File: src/rtl/morse_message_player.sv
`default_nettype none
// ============================================================================
// Module   : morse_message_player
// Purpose  : Queues 3-bit letter codes (S..Z) and plays each as a 14-unit
//            Morse pattern plus an inter-letter gap on one LED.
//            Build option MORSE_WORD_GAP_EN stretches the final gap to a word space.
// Revision : 1.0
// ============================================================================
module morse_message_player #(
    parameter int TICK_DIV = 25_000_000,
    parameter int DEPTH    = 8
) (
    input  logic                   clock,
    input  logic                   reset_n,
    input  logic                   letter_valid,
    input  logic [2:0]             letter,
    output logic                   letter_ready,
    input  logic                   start,
    input  logic                   abort,
    output logic                   led,
    output logic                   busy,
    output logic                   done,
    output logic [$clog2(DEPTH):0] level
);
    localparam int AW = $clog2(DEPTH);
    localparam int TW = $clog2(TICK_DIV);
    localparam logic [TW-1:0] TICK_RELOAD     = TW'(TICK_DIV - 1);
    localparam logic [AW:0]   FULL_LEVEL      = (AW + 1)'(DEPTH);
    localparam logic [4:0]    LAST_SHIFT_UNIT = 5'd13;
    localparam logic [4:0]    LETTER_GAP_UNIT = 5'd15;
`ifdef MORSE_WORD_GAP_EN
    localparam logic [4:0]    WORD_GAP_UNIT   = 5'd19;
`endif

    typedef enum logic [2:0] {IDLE, LOAD, SHIFT, GAP, DONE} state_t;

    state_t          state;
    state_t          state_next;
    logic [2:0]      mem [DEPTH];
    logic [AW-1:0]   wr_ptr;
    logic [AW-1:0]   rd_ptr;
    logic [AW:0]     level_next;
    logic [13:0]     pattern;
    logic [4:0]      unit_cnt;
    logic [TW-1:0]   tick_cnt;
    logic            tick;
    logic            push;
    logic            pop;

    function automatic logic [13:0] pattern_of(input logic [2:0] code);
        case (code)
            3'd0:    return 14'b10101000000000;
            3'd1:    return 14'b11100000000000;
            3'd2:    return 14'b10101110000000;
            3'd3:    return 14'b10101011100000;
            3'd4:    return 14'b10111011100000;
            3'd5:    return 14'b11101010111000;
            3'd6:    return 14'b11101011101110;
            default: return 14'b11101110101000;
        endcase
    endfunction

    always_comb begin
        push       = letter_valid && letter_ready && !abort;
        pop        = (state == LOAD) && !abort;
        tick       = (tick_cnt == '0) && (state == SHIFT || state == GAP);
        level_next = level;
        if (push && !pop)
            level_next = level + (AW + 1)'(1);
        else if (pop && !push)
            level_next = level - (AW + 1)'(1);
    end

    always_ff @(posedge clock) begin
        if (push)
            mem[wr_ptr] <= letter;
    end

    always_ff @(posedge clock or negedge reset_n) begin
        if (!reset_n) begin
            wr_ptr       <= '0;
            rd_ptr       <= '0;
            level        <= '0;
            letter_ready <= 1'b1;
        end else if (abort) begin
            wr_ptr       <= '0;
            rd_ptr       <= '0;
            level        <= '0;
            letter_ready <= 1'b1;
        end else begin
            if (push)
                wr_ptr <= wr_ptr + AW'(1);
            if (pop)
                rd_ptr <= rd_ptr + AW'(1);
            level        <= level_next;
            letter_ready <= (level_next != FULL_LEVEL);
        end
    end

    always_ff @(posedge clock or negedge reset_n) begin
        if (!reset_n)
            state <= IDLE;
        else
            state <= state_next;
    end

    always_comb begin
        state_next = state;
        busy       = (state != IDLE);
        done       = (state == DONE);
        case (state)
            IDLE:  if (start && level != '0) state_next = LOAD;
            LOAD:  state_next = SHIFT;
            SHIFT: if (tick && unit_cnt == LAST_SHIFT_UNIT) state_next = GAP;
            GAP: begin
                // The queue is only consulted at the end of the normal 3-unit gap.
                if (tick && unit_cnt == LETTER_GAP_UNIT) begin
                    if (level != '0)
                        state_next = LOAD;
                    else
`ifdef MORSE_WORD_GAP_EN
                        state_next = GAP;
`else
                        state_next = DONE;
`endif
                end
`ifdef MORSE_WORD_GAP_EN
                else if (tick && unit_cnt == WORD_GAP_UNIT)
                    state_next = DONE;
`endif
            end
            DONE:    state_next = IDLE;
            default: state_next = IDLE;
        endcase
        if (abort)
            state_next = IDLE;
    end

    always_ff @(posedge clock or negedge reset_n) begin
        if (!reset_n) begin
            led      <= 1'b0;
            pattern  <= '0;
            unit_cnt <= '0;
            tick_cnt <= '0;
        end else if (abort) begin
            led      <= 1'b0;
            pattern  <= '0;
            unit_cnt <= '0;
            tick_cnt <= '0;
        end else begin
            case (state)
                LOAD: begin
                    pattern  <= pattern_of(mem[rd_ptr]);
                    unit_cnt <= '0;
                    led      <= 1'b0;
                    tick_cnt <= TICK_RELOAD;
                end
                SHIFT, GAP: begin
                    if (tick) begin
                        tick_cnt <= TICK_RELOAD;
                        unit_cnt <= unit_cnt + 5'd1;
                        if (state == SHIFT) begin
                            led     <= pattern[13];
                            pattern <= {pattern[12:0], 1'b0};
                        end else begin
                            led <= 1'b0;
                        end
                    end else begin
                        tick_cnt <= tick_cnt - TW'(1);
                    end
                end
                default: begin
                    led      <= 1'b0;
                    tick_cnt <= '0;
                end
            endcase
        end
    end

endmodule
`default_nettype wire

File: config.mk
export PLATFORM = sky130hd
export DESIGN_NAME = morse_message_player
export DESIGN_NICKNAME = d
export VERILOG_FILES = /design/src/rtl/morse_message_player.sv
export SDC_FILE = /design/constraint.sdc
export NUM_CORES = 1
export LEC_CHECK = 0
export BUFFER_PORTS_ARGS = -buffer_cell sky130_fd_sc_hd__buf_4
export CAP_MARGIN = 20
export CORE_ASPECT_RATIO = 1.1
export CORE_MARGIN = 2
export CORE_UTILIZATION = 50
export DETAILED_ROUTE_END_ITERATION = 10
export PLACE_DENSITY_LB_ADDON = 0.08
export REMOVE_ABC_BUFFERS = 1
export SETUP_SLACK_MARGIN = 0.02
export SLEW_MARGIN = 20
export SYNTH_ARGS = -nofsm -noshare
export SYNTH_HDL_FRONTEND = slang
export SYNTH_SLANG_ARGS = --single-unit
File: constraint.sdc
create_clock -name clock -period 3.35 [get_ports clock]
set_input_delay 0.67 -clock clock [delete_from_list [all_inputs] [get_ports clock]]
set_output_delay 0.67 -clock clock [all_outputs]
set_load 0.02 [all_outputs]
=== Word-level counts from Yosys, hierarchy flattened ===
Memory sizes are Yosys's and may differ from the RTL's.
Index checks and enable logic that the tools add are counted.

* Logic and storage cells: 90
* Bits in writable memories: 24
* Bits in registers: 59
* Memories: 1
* Output and inout port bits: 8
* Bits of input ports: 8

* $add $sub $neg: 6
* Equal/unequal tests: 18
* Reductions and logical operators: 25
* Mux-type cells: 31

{| class="wikitable"
|+ Memory list
! name !! depth !! width !! read ports !! clocked after memory_dff !! write ports !! line !! RTL
|-
| mem || 8 || 3 || 1 || 0 || 1 || 39 || <nowiki>logic [2:0] mem [DEPTH];</nowiki>
|}

{| class="wikitable"
|+ Operator list
! cell !! number
|-
| one-hot mux 13 bit (7 select lines) || 1
|-
| two-way mux 25 bit || 2
|-
| one-hot mux 25 bit (2 select lines) || 1
|-
| two-way mux 14 bit || 3
|-
| one-hot mux 14 bit (2 select lines) || 1
|-
| two-way mux 3 bit || 9
|-
| zero test 25 bit || 1
|-
| subtractor 25 x 1 -> 25 bit, second input constant || 1
|-
| equality test 3 x 2 -> 1 bit, second input constant || 4
|-
| equality test 3 bit, second input constant || 4
|-
| two-way mux 4 bit || 3
|-
| != test 3 bit, second input constant || 4
|-
| one-hot mux 3 bit (4 select lines) || 1
|-
| equality test 5 x 4 -> 1 bit, second input constant || 2
|-
| two-way mux 5 bit || 2
|-
| one-hot mux 5 bit (2 select lines) || 1
|-
| logical AND 1 bit || 9
|-
| two-way mux 1 bit || 7
|-
| adder 3 x 1 -> 3 bit, second input constant || 2
|-
| equality test 3 x 1 -> 1 bit, second input constant || 2
|-
| zero test 3 bit || 2
|-
| AND reduction 3 bit || 2
|-
| nonzero test 3 bit || 2
|-
| adder 5 x 1 -> 5 bit, second input constant || 1
|-
| other kinds (10) || 13
|}

=== Depth between registers and ports, before layout ===
* Depth after elaboration: 8
* Mapped depth: 9
* Depth with buffers taken out: 7

=== Worst setup path after synthesis ===
OpenSTA, ideal clock, no wires.

* Kind: register -> register
* Start point: register tick_cnt[0]
* End point: register tick_cnt[18]
* Stages on the path, launching flop included: 10
* Setup time: 137 ps
* Slack: 1,220 ps
* Data required time: 3,213 ps
* Period minus slack after synthesis: 2,130 ps
* Path buffers: 2
* Data arrival time: 1,993 ps
* Path through: dfrtp_1 -> inv_1 -> ha_1 -> or4b_1 -> clkbuf_2 -> or3_1 -> buf_2 -> nor4_4 -> xnor2_1 -> a21oi_1

* Cells in the longest elaborated chain, start to end: 5
* Elaborated cells between the ends (all ways): 6
* Classes of those cells: add/sub (1); mux (3); reduce/logical (2)

{| class="wikitable"
|+ Ends and longest elaborated chain
! item !! line !! RTL
|-
| from (decl) || 45 || <nowiki>logic [TW-1:0] tick_cnt;</nowiki>
|-
| from (signal assigned) || 169 || <nowiki>tick_cnt <= tick_cnt - TW'(1);</nowiki>
|-
| parallel branches: the longest is 2 deep, another holds subtractor 25 x 1 -> 25 bit || n/a ||
|-
| two-way mux 25 bit * || 159 || <nowiki>if (tick) begin</nowiki>
|-
| one-hot mux 25 bit (2 select lines) * || 151 || <nowiki>case (state)</nowiki>
|-
| two-way mux 25 bit * || 145 || <nowiki>end else if (abort) begin</nowiki>
|}

Mark *: on every way between the ends.
A chain may end at the register's enable or synchronous reset.

=== Worst setup path after layout ===
* Start point: register rd_ptr[0]
* End point: register pattern[12]

* Cells in the longest elaborated chain, start to end: 5
* Elaborated cells between the ends (all ways): 11
* Classes of those cells: eq/ne (6); mux (3); reduce/logical (1); memory (1)

{| class="wikitable"
|+ Ends and longest elaborated chain
! item !! line !! RTL
|-
| from (decl) || 41 || <nowiki>logic [AW-1:0] rd_ptr;</nowiki>
|-
| from (signal assigned) || 94 || <nowiki>rd_ptr <= rd_ptr + AW'(1);</nowiki>
|-
| memory (8 x 3 bit) * || n/a ||
|-
| equality test 3 bit (tied with other cells) || 51 || <nowiki>case (code)</nowiki>
|-
| one-hot mux 13 bit (7 select lines) * || 51 ||
|-
| one-hot mux 14 bit (2 select lines) * || 151 ||
|-
| two-way mux 14 bit * || 145 ||
|-
| to (signal assigned) || 153 || <nowiki>pattern <= pattern_of(mem[rd_ptr]);</nowiki>
|-
| to (signal assigned) || 164 || <nowiki>pattern <= {pattern[12:0], 1'b0};</nowiki>
|-
| to (decl) || 43 || <nowiki>logic [13:0] pattern;</nowiki>
|}

Mark *: on every way between the ends. The rest lies on a longest branch, timed or not.

==> reports/qor.txt <==
Worst endpoint data arrival time = 2640 ps
Post-Syn Area = 4172 um^2
Main combinational cell family by area after synthesis = simple AND/OR/NAND/NOR gates
Slowest-stage cell, CP = dfrtp_1
Net Sw Power = 2.180 mW
Max Clock Skew = 9.209 ps
First-pass DRT Iterations = 4
Post-Synth Simple-Gate Area = 19.71%
GRT met2 Usage = 27.69%
CP Buf/Inv Count = 0
Setup Fix Bufs, Post-CTS = 0
Core area = 7998 um^2
Seq cells post-synth = 82
Port Buffers = 15
Worst hold path class = in2async
Relative slew slack = 36.17%
Starting density of the core = 52.16%
GPL Wtd Cong = 0.7850
DRC violations left = 0
Post-synth ARST share = 70.73%
Register area = 2173 um^2
Clk buf depth = 2
Top Family by Delay on Critical Path = multiplexers
WP data required = 3610 ps
Crit-path max cell delay = 640 ps
Post-DP HPWL = 5657 um
Multi-input logic area = 1874 um^2
Final hold violations = 0
CTS Buf Count = 9
First-pass GRT wire length = 13,960 um
Endpoints failing setup = 0
Crit. End Element = register
Adder-Cell Fraction of Synth Area = 2.699%
Die Y = 99.80 um
Post-CTS Hold Fix Bufs = 0
Startpoint types = register
Pwr/cell area = 1045 nW/um^2
Part of the power in registers = 30.8%
Final Util = 56.84%
Minimum clock period = 2380 ps
DIE AREA = 9091 um^2
EDFF count, synth = 24
Synth Flop Type = dfrtp_1
Outcome = completed
Initial antenna violation count = 0
Avg Cell Area, Syn = 10.92 um^2
TritonCTS clock tree = done
Largest net degree at the start of global routing = 59
Nets = 406
Unique cell type count in the Yosys netlist = 58
Std cell rows = 34
Total track usage = 19.48%
Worst Max-Slew Pin Slew = 957.4 ps
Fillers = 724
Ys Warns = 0
Final WL = 8210 um
Leakage = 1.886 nW
Vias/cell = 5.783
GR Overflow Total = 0
Switching share of power = 45.89%
Io pins = 16
Clock-pin transition on the worst setup and hold timing paths = 90 ps
Mux share of post-synthesis cell area = 5.309%
Peak VDD IR = 0.4778 mV
Clk sink count = 82
CTS resizes = 0
Vias post-DR = 2,903
Fmax = 420.2 MHz
Worst-skew pair later-pin latency = 370 ps
Area Growth Syn to Fin = 8.968%
Clock H-tree levels = 3
Share of cells above drive strength 1 = 14.97%
Busiest grt layer = met1
Unrepaired setup endpoints after global routing = false
Horiz. Die Dim = 91.09 um
Drt initial violations = 144
Met1 Use GR = 29.95%
Compound-Gate Fraction of Synth Area = 10.50%
Max-cap violations = 0
# diodes = 0
Path type of the worst setup path = reg2reg
Internal Pwr Total = 2.570 mW
Combinational Power Share = 54.0%
Final period util = 71.03%
Post-synthesis xor/xnor area fraction = 6.509%
Avg WL per Cell = 16.35 um
Post-route ant nets = 0
Sequential share of the synthesized area = 52.10%
Met3 usage = 2.703%
Slew Limit Fails = 0
Root buffer cell = clkbuf_8
Clock network power share = 15.2%
Number of global-route vias before repair = 2,725
Cell Chain, Critical Path = mux4_2 -> mux2i_1 -> nor2_1 -> a211o_1 -> a32o_1
Fin Setup TNS = 0 ps
Synth Instances = 382
Worst-path fanout max = 8
## stage by stage
stage          hold WS (ps)  cell area [um^2]  setup slack, ps  power (mW)  std cells
2_1_floorplan         374.4              4069             1026       3.431        360
3_3_place_gp          476.2              4348             1000       4.000        486
3_5_place_dp          468.5              4348            990.1       4.023        486
4_1_cts               386.5              4546            965.9       4.766        502
5_1_grt               421.2              4546            762.2       5.149        502
6_report              350.7              4546            970.4       4.750        502
## cell usage after synthesis (2+ instances only)
library cell / count / area [um^2]
mux2i_1: 3 / 30.03
a211o_1: 3 / 26.28
nor4_1: 6 / 37.54
buf_2: 3 / 15.01
nand2b_1: 7 / 43.79
mux2_1: 2 / 22.52
and2_1: 2 / 12.51
nor3_2: 3 / 30.03
and3_1: 2 / 12.51
mux2_2: 3 / 33.78
a32o_1: 4 / 40.04
nor3_1: 17 / 85.08
o2bb2ai_1: 5 / 43.79
xor2_1: 16 / 140.1
nor4_2: 3 / 37.54
buf_6: 2 / 22.52
nor2b_1: 4 / 25.02
nand3b_1: 4 / 30.03
or3_1: 9 / 56.30
nand4_1: 2 / 12.51
or4_1: 3 / 22.52
xnor2_1: 15 / 131.4
nand2_1: 27 / 101.4
mux4_2: 6 / 135.1
inv_1: 8 / 30.03
edfxtp_1: 24 / 720.7
nor3b_1: 4 / 30.03
dfrtp_1: 57 / 1426
o21ai_0: 5 / 25.02
and4_1: 3 / 26.28
nand3_1: 7 / 35.03
a21oi_1: 33 / 165.2
buf_1: 2 / 7.510
nor2_1: 39 / 146.4
a32oi_1: 4 / 35.03
a21oi_2: 2 / 17.52
clkbuf_1: 14 / 52.55
ha_1: 9 / 112.6
## power by group through the flow
stage               logic, mW  clock network, mW  registers [mW]
floorplan                1.98                  0            1.45
global placement         2.52                  0            1.48
detailed placement       2.54                  0            1.48
CTS                      2.56              0.742            1.46
global route             2.87              0.783            1.50
finish                   2.57              0.721            1.46
## layout by cell type (no fill, tap or decap), drive strengths merged, types with 2 or more instances in the layout
| cell type | n |
|---|---|
| dfrtp | 57 |
| nor2 | 39 |
| a21oi | 35 |
| nand2 | 27 |
| edfxtp | 24 |
| nor3 | 20 |
| buf | 18 |
| xor2 | 16 |
| xnor2 | 15 |
| inv | 14 |
| nor4 | 10 |
| or3 | 9 |
| ha | 9 |
| clkbuf | 9 |
| nand2b | 7 |
| nand3 | 7 |
| o21ai | 7 |
| mux4 | 6 |
| o2bb2ai | 5 |
| mux2 | 5 |
| nor2b | 4 |
| nand3b | 4 |
| a32o | 4 |
| a32oi | 4 |
| or4 | 4 |
| nor3b | 4 |
| and4 | 3 |
| a211o | 3 |
| mux2i | 3 |
| nand4 | 2 |
| and2 | 2 |
| and3 | 2 |
## final timing paths
| check | startpoint | end | slack [ps] | cells after the start |
|---|---|---|---|---|
| worst max register to register | rd_ptr[0] | pattern[12] | 970 | 5 |
| max in group asynchronous | reset_n | tick_cnt[23] | 2500 | 1 |
| worst max-delay path | rd_ptr[0] | pattern[12] | 970 | 5 |
| min in group clock | pattern[11] | pattern[11] | 490 | 1 |
| worst min register to register | pattern[11] | pattern[11] | 490 | 1 |
| worst min-delay path | reset_n | pattern[7] | 350 | 1 |
## sequential cells by signal, summed over array words and instances (netlist names)
register,flops
tick_cnt,25
mem,24
pattern,13
unit_cnt,5
level,4
rd_ptr,3
state,3
wr_ptr,3
led,1
letter_ready,1
## area by class of cell
type                       count  share of cell area, %
sequential                    82                  47.81
clock inverter                 7                  1.624
multi-input combinational    270                  41.23
timing repair buffer          18                  2.973
clock buffer                   9                  2.725
tap                          108                  2.973
inverter                       8                 0.6606
## worst reg2reg max path, stage by stage (launching register included)
cell and delay (ps):
dfrtp_1 640, mux4_2 560, mux2i_1 410, nor2_1 150
a211o_1 290, a32o_1 220
## logic make-up after synthesis
family	count (synthesis)
compound gates	67
xor+xnor	31
fa+ha+maj	9
buf+inv	30
flops	82
mux	14
simple gates	149
## routing by layer
layer	share of wire, %	wire (um)
met2	44	3580
met5	0	0
met1	51	4190
met3	3.3	269
met4	2.1	169
No activity file was read; power rests on OpenSTA's default activity.
